===== config.mk =====
export PLATFORM = sky130hd
export DESIGN_NAME = soml_qostbc_encoder
export DESIGN_NICKNAME = d
export VERILOG_FILES = /design/src/rtl/soml_qostbc_encoder.sv
export SDC_FILE = /design/constraint.sdc
export NUM_CORES = 1
export LEC_CHECK = 0
export CAP_MARGIN = 10
export CORE_MARGIN = 3
export CORE_UTILIZATION = 25
export DETAILED_ROUTE_END_ITERATION = 12
export GPL_ROUTABILITY_DRIVEN = 0
export PLACE_DENSITY = 0.55
export SLEW_MARGIN = 10
export SYNTH_ARGS = -nofsm -noshare
export SYNTH_HDL_FRONTEND = slang
export SYNTH_SLANG_ARGS = --single-unit

===== constraint.sdc =====
create_clock -name clk -period 4.8 [get_ports clk]
set_input_delay 0.48 -clock clk [delete_from_list [all_inputs] [get_ports clk]]
set_output_delay 0.48 -clock clk [all_outputs]
set_load 0.05 [all_outputs]

===== src/rtl/soml_qostbc_encoder.sv =====
// SOML quasi-orthogonal (Jafarkhani) 4x4 space-time block encoder: one 4-symbol block in, four slot beats out.
// Optional build macro SOML_ENC_SCALE_EN: arithmetic right shift by 1 (floor) on every output component.
//
// state  | meaning
// IDLE   | no block held, in_ready=1, out_valid=0
// SEND   | block latched, presenting slot r_slot until out_ready handshakes it

module soml_qostbc_encoder #(
  parameter int N = 16,
  parameter int Q = 8
) (
  input  logic           clk,
  input  logic           rst_n,
  input  logic           in_valid,
  output logic           in_ready,
  input  logic [4*N-1:0] sym_r,
  input  logic [4*N-1:0] sym_i,
  output logic           out_valid,
  input  logic           out_ready,
  output logic [4*N-1:0] out_r,
  output logic [4*N-1:0] out_i,
  output logic [1:0]     out_slot,
  output logic           out_last,
  output logic           blk_done
);

  localparam logic [0:0] S_IDLE = 1'b0;
  localparam logic [0:0] S_SEND = 1'b1;

`ifdef SOML_ENC_SCALE_EN
  localparam int SCALE_SH = 1;
`else
  localparam int SCALE_SH = 0;
`endif
  // Scaling never shifts away more than the fractional bits.
  localparam int SHIFT = (SCALE_SH < Q) ? SCALE_SH : Q;

  localparam logic [N-1:0] MIN_V = {1'b1, {(N-1){1'b0}}};
  localparam logic [N-1:0] MAX_V = {1'b0, {(N-1){1'b1}}};

  function automatic logic [N-1:0] f_neg(input logic [N-1:0] x);
    if (x == MIN_V) return MAX_V;
    return ~x + 1'b1;
  endfunction

  function automatic logic [N-1:0] f_out(input logic [N-1:0] x);
    return $signed(x) >>> SHIFT;
  endfunction

  logic [0:0]     r_state;
  logic [4*N-1:0] r_sym_r;
  logic [4*N-1:0] r_sym_i;
  logic [1:0]     r_slot;
  logic           r_out_valid;
  logic [4*N-1:0] r_out_r;
  logic [4*N-1:0] r_out_i;

  logic           w_in_ready;
  logic           w_accept;
  logic           w_hs;
  logic           w_last_hs;
  logic [1:0]     w_nslot;
  logic [4*N-1:0] w_src_r;
  logic [4*N-1:0] w_src_i;
  logic [4*N-1:0] w_cw_r;
  logic [4*N-1:0] w_cw_i;
  logic [N-1:0]   w_sr [4];
  logic [N-1:0]   w_si [4];
  logic [N-1:0]   w_nr [4];
  logic [N-1:0]   w_ni [4];
  logic [N-1:0]   w_raw_r [4];
  logic [N-1:0]   w_raw_i [4];

  assign w_in_ready = (r_state == S_IDLE) ||
                      ((r_state == S_SEND) && (r_slot == 2'd3) && out_ready);
  assign w_accept   = in_valid && w_in_ready;
  assign w_hs       = r_out_valid && out_ready;
  assign w_last_hs  = w_hs && (r_slot == 2'd3);

  // The next beat comes from the incoming block on acceptance, else from the latched block.
  assign w_nslot = w_accept ? 2'd0 : (r_slot + 2'd1);
  assign w_src_r = w_accept ? sym_r : r_sym_r;
  assign w_src_i = w_accept ? sym_i : r_sym_i;

  for (genvar k = 0; k < 4; k++) begin : g_unpack
    assign w_sr[k] = w_src_r[N*k +: N];
    assign w_si[k] = w_src_i[N*k +: N];
    assign w_nr[k] = f_neg(w_sr[k]);
    assign w_ni[k] = f_neg(w_si[k]);
  end

  // Symbol index 0 is s1. conj flips imag sign, so -conj(x) = (-xr, xi).
  always_comb begin
    for (int a = 0; a < 4; a++) begin
      w_raw_r[a] = '0;
      w_raw_i[a] = '0;
    end
    case (w_nslot)
      2'd0: begin
        w_raw_r[0] = w_sr[0]; w_raw_i[0] = w_si[0];
        w_raw_r[1] = w_sr[1]; w_raw_i[1] = w_si[1];
        w_raw_r[2] = w_sr[2]; w_raw_i[2] = w_si[2];
        w_raw_r[3] = w_sr[3]; w_raw_i[3] = w_si[3];
      end
      2'd1: begin
        w_raw_r[0] = w_nr[1]; w_raw_i[0] = w_si[1];
        w_raw_r[1] = w_sr[0]; w_raw_i[1] = w_ni[0];
        w_raw_r[2] = w_nr[3]; w_raw_i[2] = w_si[3];
        w_raw_r[3] = w_sr[2]; w_raw_i[3] = w_ni[2];
      end
      2'd2: begin
        w_raw_r[0] = w_nr[2]; w_raw_i[0] = w_si[2];
        w_raw_r[1] = w_nr[3]; w_raw_i[1] = w_si[3];
        w_raw_r[2] = w_sr[0]; w_raw_i[2] = w_ni[0];
        w_raw_r[3] = w_sr[1]; w_raw_i[3] = w_ni[1];
      end
      default: begin
        w_raw_r[0] = w_sr[3]; w_raw_i[0] = w_si[3];
        w_raw_r[1] = w_nr[2]; w_raw_i[1] = w_ni[2];
        w_raw_r[2] = w_nr[1]; w_raw_i[2] = w_ni[1];
        w_raw_r[3] = w_sr[0]; w_raw_i[3] = w_si[0];
      end
    endcase
    w_cw_r = '0;
    w_cw_i = '0;
    for (int a = 0; a < 4; a++) begin
      w_cw_r[N*a +: N] = f_out(w_raw_r[a]);
      w_cw_i[N*a +: N] = f_out(w_raw_i[a]);
    end
  end

  always_ff @(posedge clk) begin
    if (!rst_n) begin
      r_state     <= S_IDLE;
      r_sym_r     <= '0;
      r_sym_i     <= '0;
      r_slot      <= 2'd0;
      r_out_valid <= 1'b0;
      r_out_r     <= '0;
      r_out_i     <= '0;
    end else if (w_accept) begin
      r_state     <= S_SEND;
      r_sym_r     <= sym_r;
      r_sym_i     <= sym_i;
      r_slot      <= 2'd0;
      r_out_valid <= 1'b1;
      r_out_r     <= w_cw_r;
      r_out_i     <= w_cw_i;
    end else if (w_last_hs) begin
      r_state     <= S_IDLE;
      r_slot      <= 2'd0;
      r_out_valid <= 1'b0;
      r_out_r     <= '0;
      r_out_i     <= '0;
    end else if (w_hs) begin
      r_slot      <= w_nslot;
      r_out_r     <= w_cw_r;
      r_out_i     <= w_cw_i;
    end
  end

  assign in_ready  = w_in_ready;
  assign out_valid = r_out_valid;
  assign out_r     = r_out_r;
  assign out_i     = r_out_i;
  assign out_slot  = r_slot;
  assign out_last  = r_out_valid && (r_slot == 2'd3);
  assign blk_done  = w_last_hs;

endmodule


==> results of run 1 <==
[report_power, final]
part	total [mW]	switching, mW	internal, mW	leakage, nW
Sequential	2.56	0.220	2.34	2.13
Clock	2.54	1.05	1.50	0.530
Combinational	2.47	1.64	0.832	4.95
Total	7.57	2.90	4.67	7.61
[how the worst max path moves through the flow]
stage | startpoint | to | slack [ns]
after floorplan | out_slot[0] | out_r[14] | 0.40
after global placement | out_ready | out_r[32] | 0.33
after detailed placement | out_ready | out_r[32] | 0.28
after CTS | out_slot[1] | out_r[32] | 0.83
after global routing | out_slot[1] | out_r[32] | 0.54
final | out_ready | out_r[32] | 0.70
[cell type report]
type / count / share of cell area [%]
inverter: 17 / 0.3203
sequential: 259 / 25.05
clock inverter: 13 / 0.8339
clock buffer: 42 / 4.284
timing repair buffer: 333 / 15.37
antenna: 4 / 0.04834
multi-input combinational: 1658 / 48.98
tap: 846 / 5.112
[critical path: cells and delay by family]
family,cells,cell delay (ns)
and+or+nand+nor,5,1.40
adders and majority gates,1,0.33
muxes,1,0.36
buffers and inverters,3,0.92
AOI/OAI and AO/OA,4,1.15
[state kept, by name (all words and copies together), names as in the netlist]
| signal | flops |
|---|---|
| out_i | 64 |
| out_r | 64 |
| out_slot | 2 |
| out_valid | 1 |
| r_sym_i | 64 |
| r_sym_r | 64 |
[cells in the final DEF, fill, tap and decap left out, types with 12 or more instances in the layout]
master,synthesis,final
a22oi_1,17,17
dfxtp_1,259,258
o22ai_1,17,16
a21o_1,13,13
xor2_1,28,28
a31oi_1,16,16
a211oi_1,24,24
or3_1,22,22
o21ai_0,127,126
buf_4,10,66
inv_1,13,12
o31ai_1,30,30
a22o_1,28,28
nand4_1,21,21
o211ai_1,20,20
a21oi_1,237,236
nor3_1,58,58
xnor2_1,33,33
mux2i_1,91,91
nor4_1,12,12
a221oi_1,30,30
nand3_1,30,30
nor2_1,199,196
o221ai_1,42,42
nand2_1,308,307
clkbuf_16,0,31
clkdlybuf4s50_1,0,264
or4_1,16,16
and2_1,22,22
[cell families (layout without fill, tap and decap cells)]
| group | after synthesis | after routing |
|---|---|---|
| and+or+nand+nor | 755 | 755 |
| AOI/OAI and AO/OA | 737 | 737 |
| buffers and inverters | 194 | 405 |
| adders and majority gates | 3 | 3 |
| muxes | 102 | 102 |
| other | 0 | 4 |
| DFF | 259 | 259 |
| xor gates and xnor gates | 61 | 61 |
[metal layers]
| layer | vias to the layer above | GRT usage, % |
|---|---|---|
| li1 | 8253 | - |
| met1 | 9163 | 31.80 |
| met2 | 1618 | 38.64 |
| met3 | 320 | 6.856 |
| met4 | 2 | 12.78 |
| met5 | - | 0 |
[stage by stage]
stage	instance area (µm²)	hold WS [ns]	utilization [%]	power, mW
6_report	20710	0.4012	32.65	7.574
3_3_place_gp	19640	0.4274	30.96	5.001
5_1_grt	20700	0.4536	32.64	7.787
4_1_cts	20700	0.3906	32.63	7.530
3_5_place_dp	19640	0.4388	30.96	5.007
2_1_floorplan	16130	0.4589	-	4.012
==> summary.txt, run 1 <==
Run status
  – Status: finished clean

Drt
  – Drt via density: 6.102
  – DRT Wirelength: 88800 µm
  – DR WL met3: 11710 µm
  – DRC violations left: 0
  – Post-route ant nets: 0
  – 1st-iter DRT viols: approximately 2800
  – WL met1: 33140 µm
  – Top layer in use: met5
  – WL per Instance: 27.99 µm
  – 1st-pass router iterations: 7
  – Met2 routed WL: 38660 µm
  – DR vias: 19356

Critical path
  – CP max-delay cell: nor4b_1
  – Worst path cell trace: clkdlybuf4s50_1 -> a21boi_4 -> inv_2 -> nand2_4 -> mux2i_1 -> ha_1 -> nor4b_1 -> nand3_1 -> o32a_1 -> nor2_1 -> buf_4 -> nor2_1 -> a221oi_1 -> a21o_1
  – WS Path Type: primary input to flop
  – R2R setup slack: 0.70 ns
  – Worst setup SP type: primary input
  – Worst r2r path cells: 14
  – Crit path DAT: 4.66 ns
  – Worst path most repeated cell: nor2_1
  – Crit-path max cell delay: 0.76 ns
  – Origin of the critical flop-to-flop path: out_slot[1]
  – Crit path capture type: flop
  – Data required time at the worst endpoint: 5.35 ns
  – Critical R2R Capture: out_r[32]
  – Top fanout value on the critical path: 12

Logic synthesis
  – Synth top area cells: dfxtp_1, a21oi_1, nand2_1
  – Post-synth top cells: nand2_1, dfxtp_1, a21oi_1, nor2_1, o21ai_0
  – Most used flip-flop cell after synthesis: dfxtp_1
  – Flop and latch count out of synthesis: between 200 and 300
  – Count leader, synth: nand2_1
  – Async SR Flop Fraction: 0%
  – Synth cell types: 97
  – Yosys warnings: 0
  – Synth Area in Compound Gates: a little under a third
  – Synth top area share: around 32%
  – Synth Area in Simple Gates: 21.51%
  – Mux contribution to synthesized area: 6.414%
  – Net Count, Synth: 2246
  – Netlist Area Pre-Place: between 15000 and 20000 µm²
  – Main combinational cell family by area after synthesis: compound AO/OA/AOI/OAI gates
  – Synth area leader: dfxtp_1
  – Mapped Cells: 2111
  – Syn avg cell area: about 7.6 µm²
  – XOR/XNOR Fraction of Synth Area: roughly 3.3%
  – Synth Area in Adders: 0.2327%
  – Sequential area share after synthesis: 32.14%
  – Number of synthesized flops with an enable pin: 0

GRT
  – Global route overflow: 0
  – First-pass GRT wire length: 127300 µm
  – Gr usage total: 25.01%
  – Vias in the first global route: 18513
  – Pin count of the biggest net entering global routing: 146
  – Initial antenna violation count: 4

Floorplan
  – Rows: just over 90
  – IO Pins: ~270
  – DIE HEIGHT: 260.0 µm
  – Initial Util: 25.44%
  – Die area: 67620 µm²
  – DIE WIDTH: 260.0 µm
  – Core footprint: roughly 63000 µm²

Clock network
  – Post-CTS Setup Inserts: 0
  – Depth of the CTS H-tree: 1
  – Root Buffer Master: clkbuf_16
  – CTS buffer count: 31
  – Bufs on Longest Clock Path: 3
  – CTS resizes: 0
  – Worst-Skew Late Latency: between 0.6 and 0.7 ns
  – Clk sinks: 259
  – CTS tree: built
  – # hold bufs at CTS: 0
  – CTS clk-pin slew, worst paths: 0.07 ns

Final layout
  – Share of layout cells above drive strength 1: 7.752%
  – Syn-to-layout area delta: 28.35%
  – Layout Nets: approximately 2400
  – Sequential Area: 5186 µm²
  – Multi-input gate area: 10140 µm²
  – Filler cell count: about 6700
  – Post-route insts no fill: 3172

STA
  – Final setup margin: 0.6957 ns
  – Worst-Margin Slew: 1.101 ns
  – RSZ-0062 raised after global routing: false
  – Final period util: between 80% and 90%
  – Final TNS setup: 0 ns
  – Post-route minimum period: 4.104 ns
  – FMAX: approximately 0.24 GHz
  – Slew headroom: 24.67%
  – Final Hold Vio Count: 0
  – Final Setup Violations: 0
  – Worst Skew: 0.02043 ns
  – Slew Limit Fails: 0

Run
  – Max-cap viol count: 0

Min path
  – Worst hold path type: primary input to flop
  – Min-Delay Path Depth: 6
  – Hold Startpoint: in_valid
  – WHS Endpoint: r_sym_r[17]

Place
  – Placed cells: 3113
  – Port Buffers: 265
  – Pre-CTS WS: roughly 0.28 ns
  – Dpl hpwl: 63230 µm

Power and ir drop
  – Pwr Density: 365.8 nW/µm²
  – IR drop worst, VDD: 264.1 µV
  – P_leak: 7.608 nW
No activity file was read; power rests on OpenSTA's default activity.
==> inputs of run 2 (changes only) <==
--- a/config.mk
+++ b/config.mk
@@ -5,11 +5,13 @@
 export SDC_FILE = /design/constraint.sdc
 export NUM_CORES = 1
 export LEC_CHECK = 0
+export ABC_CLOCK_PERIOD_IN_PS = 4800
 export CAP_MARGIN = 10
 export CORE_MARGIN = 3
 export CORE_UTILIZATION = 25
 export DETAILED_ROUTE_END_ITERATION = 12
 export GPL_ROUTABILITY_DRIVEN = 0
+export MAX_ROUTING_LAYER = met4
 export PLACE_DENSITY = 0.55
 export SLEW_MARGIN = 10
 export SYNTH_ARGS = -nofsm -noshare
==> summary.txt, run 2 (synthesized netlist as in run 1, its figures left out) <==
Run status
  – Status: finished clean (unchanged)

Place
  – Dpl hpwl: 63230 µm (unchanged)
  – Placed cells: 3113 (unchanged)
  – Port Buffers: 265 (unchanged)

Critical path
  – Origin of the critical flop-to-flop path: out_slot[1] (unchanged)
  – Data required time at the worst endpoint: 5.35 ns (about the same)
  – WS Path Type: primary input to flop (unchanged)
  – Top fanout value on the critical path: 12 (unchanged)
  – Crit. Startpoint: out_ready (unchanged)
  – Crit path capture type: flop (unchanged)
  – Worst setup SP type: primary input (unchanged)
  – Crit path DAT: 4.70 ns (was 4.66 ns)

GRT
  – First-pass GRT wire length: 127500 µm (was 127300 µm)
  – Initial antenna violation count: 4 (unchanged)
  – Gr usage total: 25.77% (was 25.01%)
  – Global route overflow: 0 (unchanged)
  – Vias in the first global route: 18505 (was 18513)
  – Pin count of the biggest net entering global routing: 146 (unchanged)

Drt
  – DR vias: 19292 (was 19356)
  – WL per Instance: 28.03 µm (was 27.99 µm)
  – WL met1: 34320 µm (was 33140 µm)
  – DRT Wirelength: 88930 µm (was 88800 µm)
  – Drt via density: 6.080 (was 6.102)
  – Met2 routed WL: 38800 µm (was 38660 µm)
  – DR WL met3: 10760 µm (was 11710 µm)
  – DRC violations left: 0 (unchanged)
  – Top layer in use: met4 (was met5)
  – 1st-pass router iterations: 6 (was 7)
  – 1st-iter DRT viols: 3057 (was 2770)
  – Post-route ant nets: 0 (unchanged)

STA
  – FMAX: 0.2407 GHz (was 0.2436 GHz)
  – Final Setup Violations: 0 (unchanged)
  – Slew Limit Fails: 0 (unchanged)
  – Worst-Margin Slew: 1.129 ns (was 1.101 ns)
  – Final TNS setup: 0 ns (unchanged)
  – Post-route minimum period: 4.155 ns (was 4.104 ns)
  – RSZ-0062 raised after global routing: false (unchanged)
  – Slew headroom: 22.79% (was 24.67%)
  – Final Hold Vio Count: 0 (unchanged)
  – Worst Skew: 0.02223 ns (was 0.02043 ns)
  – Final period util: 86.57% (was 85.51%)

Final layout
  – Highest-count cells in the layout ignoring fill and taps: nand2_1, clkdlybuf4s50_1, dfxtp_1 (unchanged)
  – Share of layout cells above drive strength 1: 7.752% (unchanged)
  – Layout Nets: 2435 (unchanged)
  – Post-route insts no fill: 3173 (was 3172)
  – Commonest non-fill, non-tap cell in the layout: nand2_1 (unchanged)
  – Fin util: 32.65% (about the same)
  – Syn-to-layout area delta: 28.36% (was 28.35%)
  – Filler cell count: 6664 (was 6663)

Clock network
  – CTS resizes: 0 (unchanged)
  – CTS buffer count: 31 (unchanged)
  – Clk sinks: 259 (unchanged)
  – Worst-Skew Late Latency: 0.60 ns (was 0.61 ns)
  – # hold bufs at CTS: 0 (unchanged)
  – Root Buffer Master: clkbuf_16 (unchanged)
  – Post-CTS Setup Inserts: 0 (unchanged)
  – Depth of the CTS H-tree: 1 (unchanged)
  – CTS clk-pin slew, worst paths: 0.06 ns (was 0.07 ns)
  – Bufs on Longest Clock Path: 3 (unchanged)
  – CTS tree: built (unchanged)

Floorplan
  – Rows: 92 (unchanged)
  – DIE HEIGHT: 260.0 µm (unchanged)
  – Core footprint: 63430 µm² (unchanged)
  – Initial Util: 25.44% (unchanged)
  – IO Pins: 266 (unchanged)
  – Die area: 67620 µm² (unchanged)
  – DIE WIDTH: 260.0 µm (unchanged)

Power and ir drop
  – IR drop worst, VDD: 255.5 µV (was 264.1 µV)
  – Pwr Density: 365.4 nW/µm² (was 365.8 nW/µm²)
  – P_leak: 7.608 nW (unchanged)

Run
  – Max-cap viol count: 0 (unchanged)

Min path
  – Worst hold path type: primary input to flop (unchanged)
  – Hold Startpoint: in_valid (unchanged)
==> run 2: cell types whose count changed in the layout (fill, tap and decap cells not counted) <==
cell     previous run  this run
diode_2             4         5
==> run 2: worst max-delay path: stages <==
cell and delay [ns]:
clkdlybuf4s50_1 0.61, a21boi_4 0.30, inv_2 0.08, nand2_4 0.12, mux2i_1 0.37, ha_1 0.34, nor4b_1 0.78, nand3_1 0.21
o32a_1 0.37, nor2_1 0.10, buf_4 0.25, nor2_1 0.21, a221oi_1 0.36, a21o_1 0.11
==> run 2: worst paths after layout <==
| check | end | cells past startpoint | slack [ns] |
|---|---|---|---|
| max reg2reg | out_r[32] | 14 | 0.67 |
| min reg2reg | out_i[19] | 2 | 0.45 |
| min | r_sym_r[49] | 4 | 0.43 |
| max | out_r[32] | 14 | 0.64 |
==> run 2: per-stage QoR <==
step / hold slack [ns] / instance area [µm²] / power (mW) / setup WS, ns
detailed placement: 0.4388 / 19640 / 5.007 / 0.2837
global route: 0.4530 / 20710 / 7.782 / 0.5365
finish: 0.4257 / 20710 / 7.567 / 0.6447
global placement: 0.4274 / 19640 / 5.001 / 0.3323
floorplan: 0.4589 / 16130 / 4.012 / 0.4002
CTS: 0.3906 / 20700 / 7.530 / 0.8288
==> run 2: per-layer routing <==
metal,track usage (%),up-vias
met4,12.24,0
li1,-,8252
met2,38.87,1565
met3,6.115,332
met1,32.39,9143
met5,-,-
==> run 2: where the power goes <==
group / switching (mW) / internal, mW
Sequential: 0.220 / 2.34
Clock: 1.04 / 1.50
Combinational: 1.64 / 0.832
Total: 2.89 / 4.67
==> run 2: area by class of cell <==
class	instances	area (µm²)	area share, %
antenna	5	12.51	0.06042
clock buffer	42	887.1	4.284
clock inverter	13	172.7	0.8338
inverter	17	66.31	0.3202
multi-input combinational	1658	10140	48.98
sequential	259	5186	25.04
tap	846	1059	5.111
timing repair buffer	333	3183	15.37
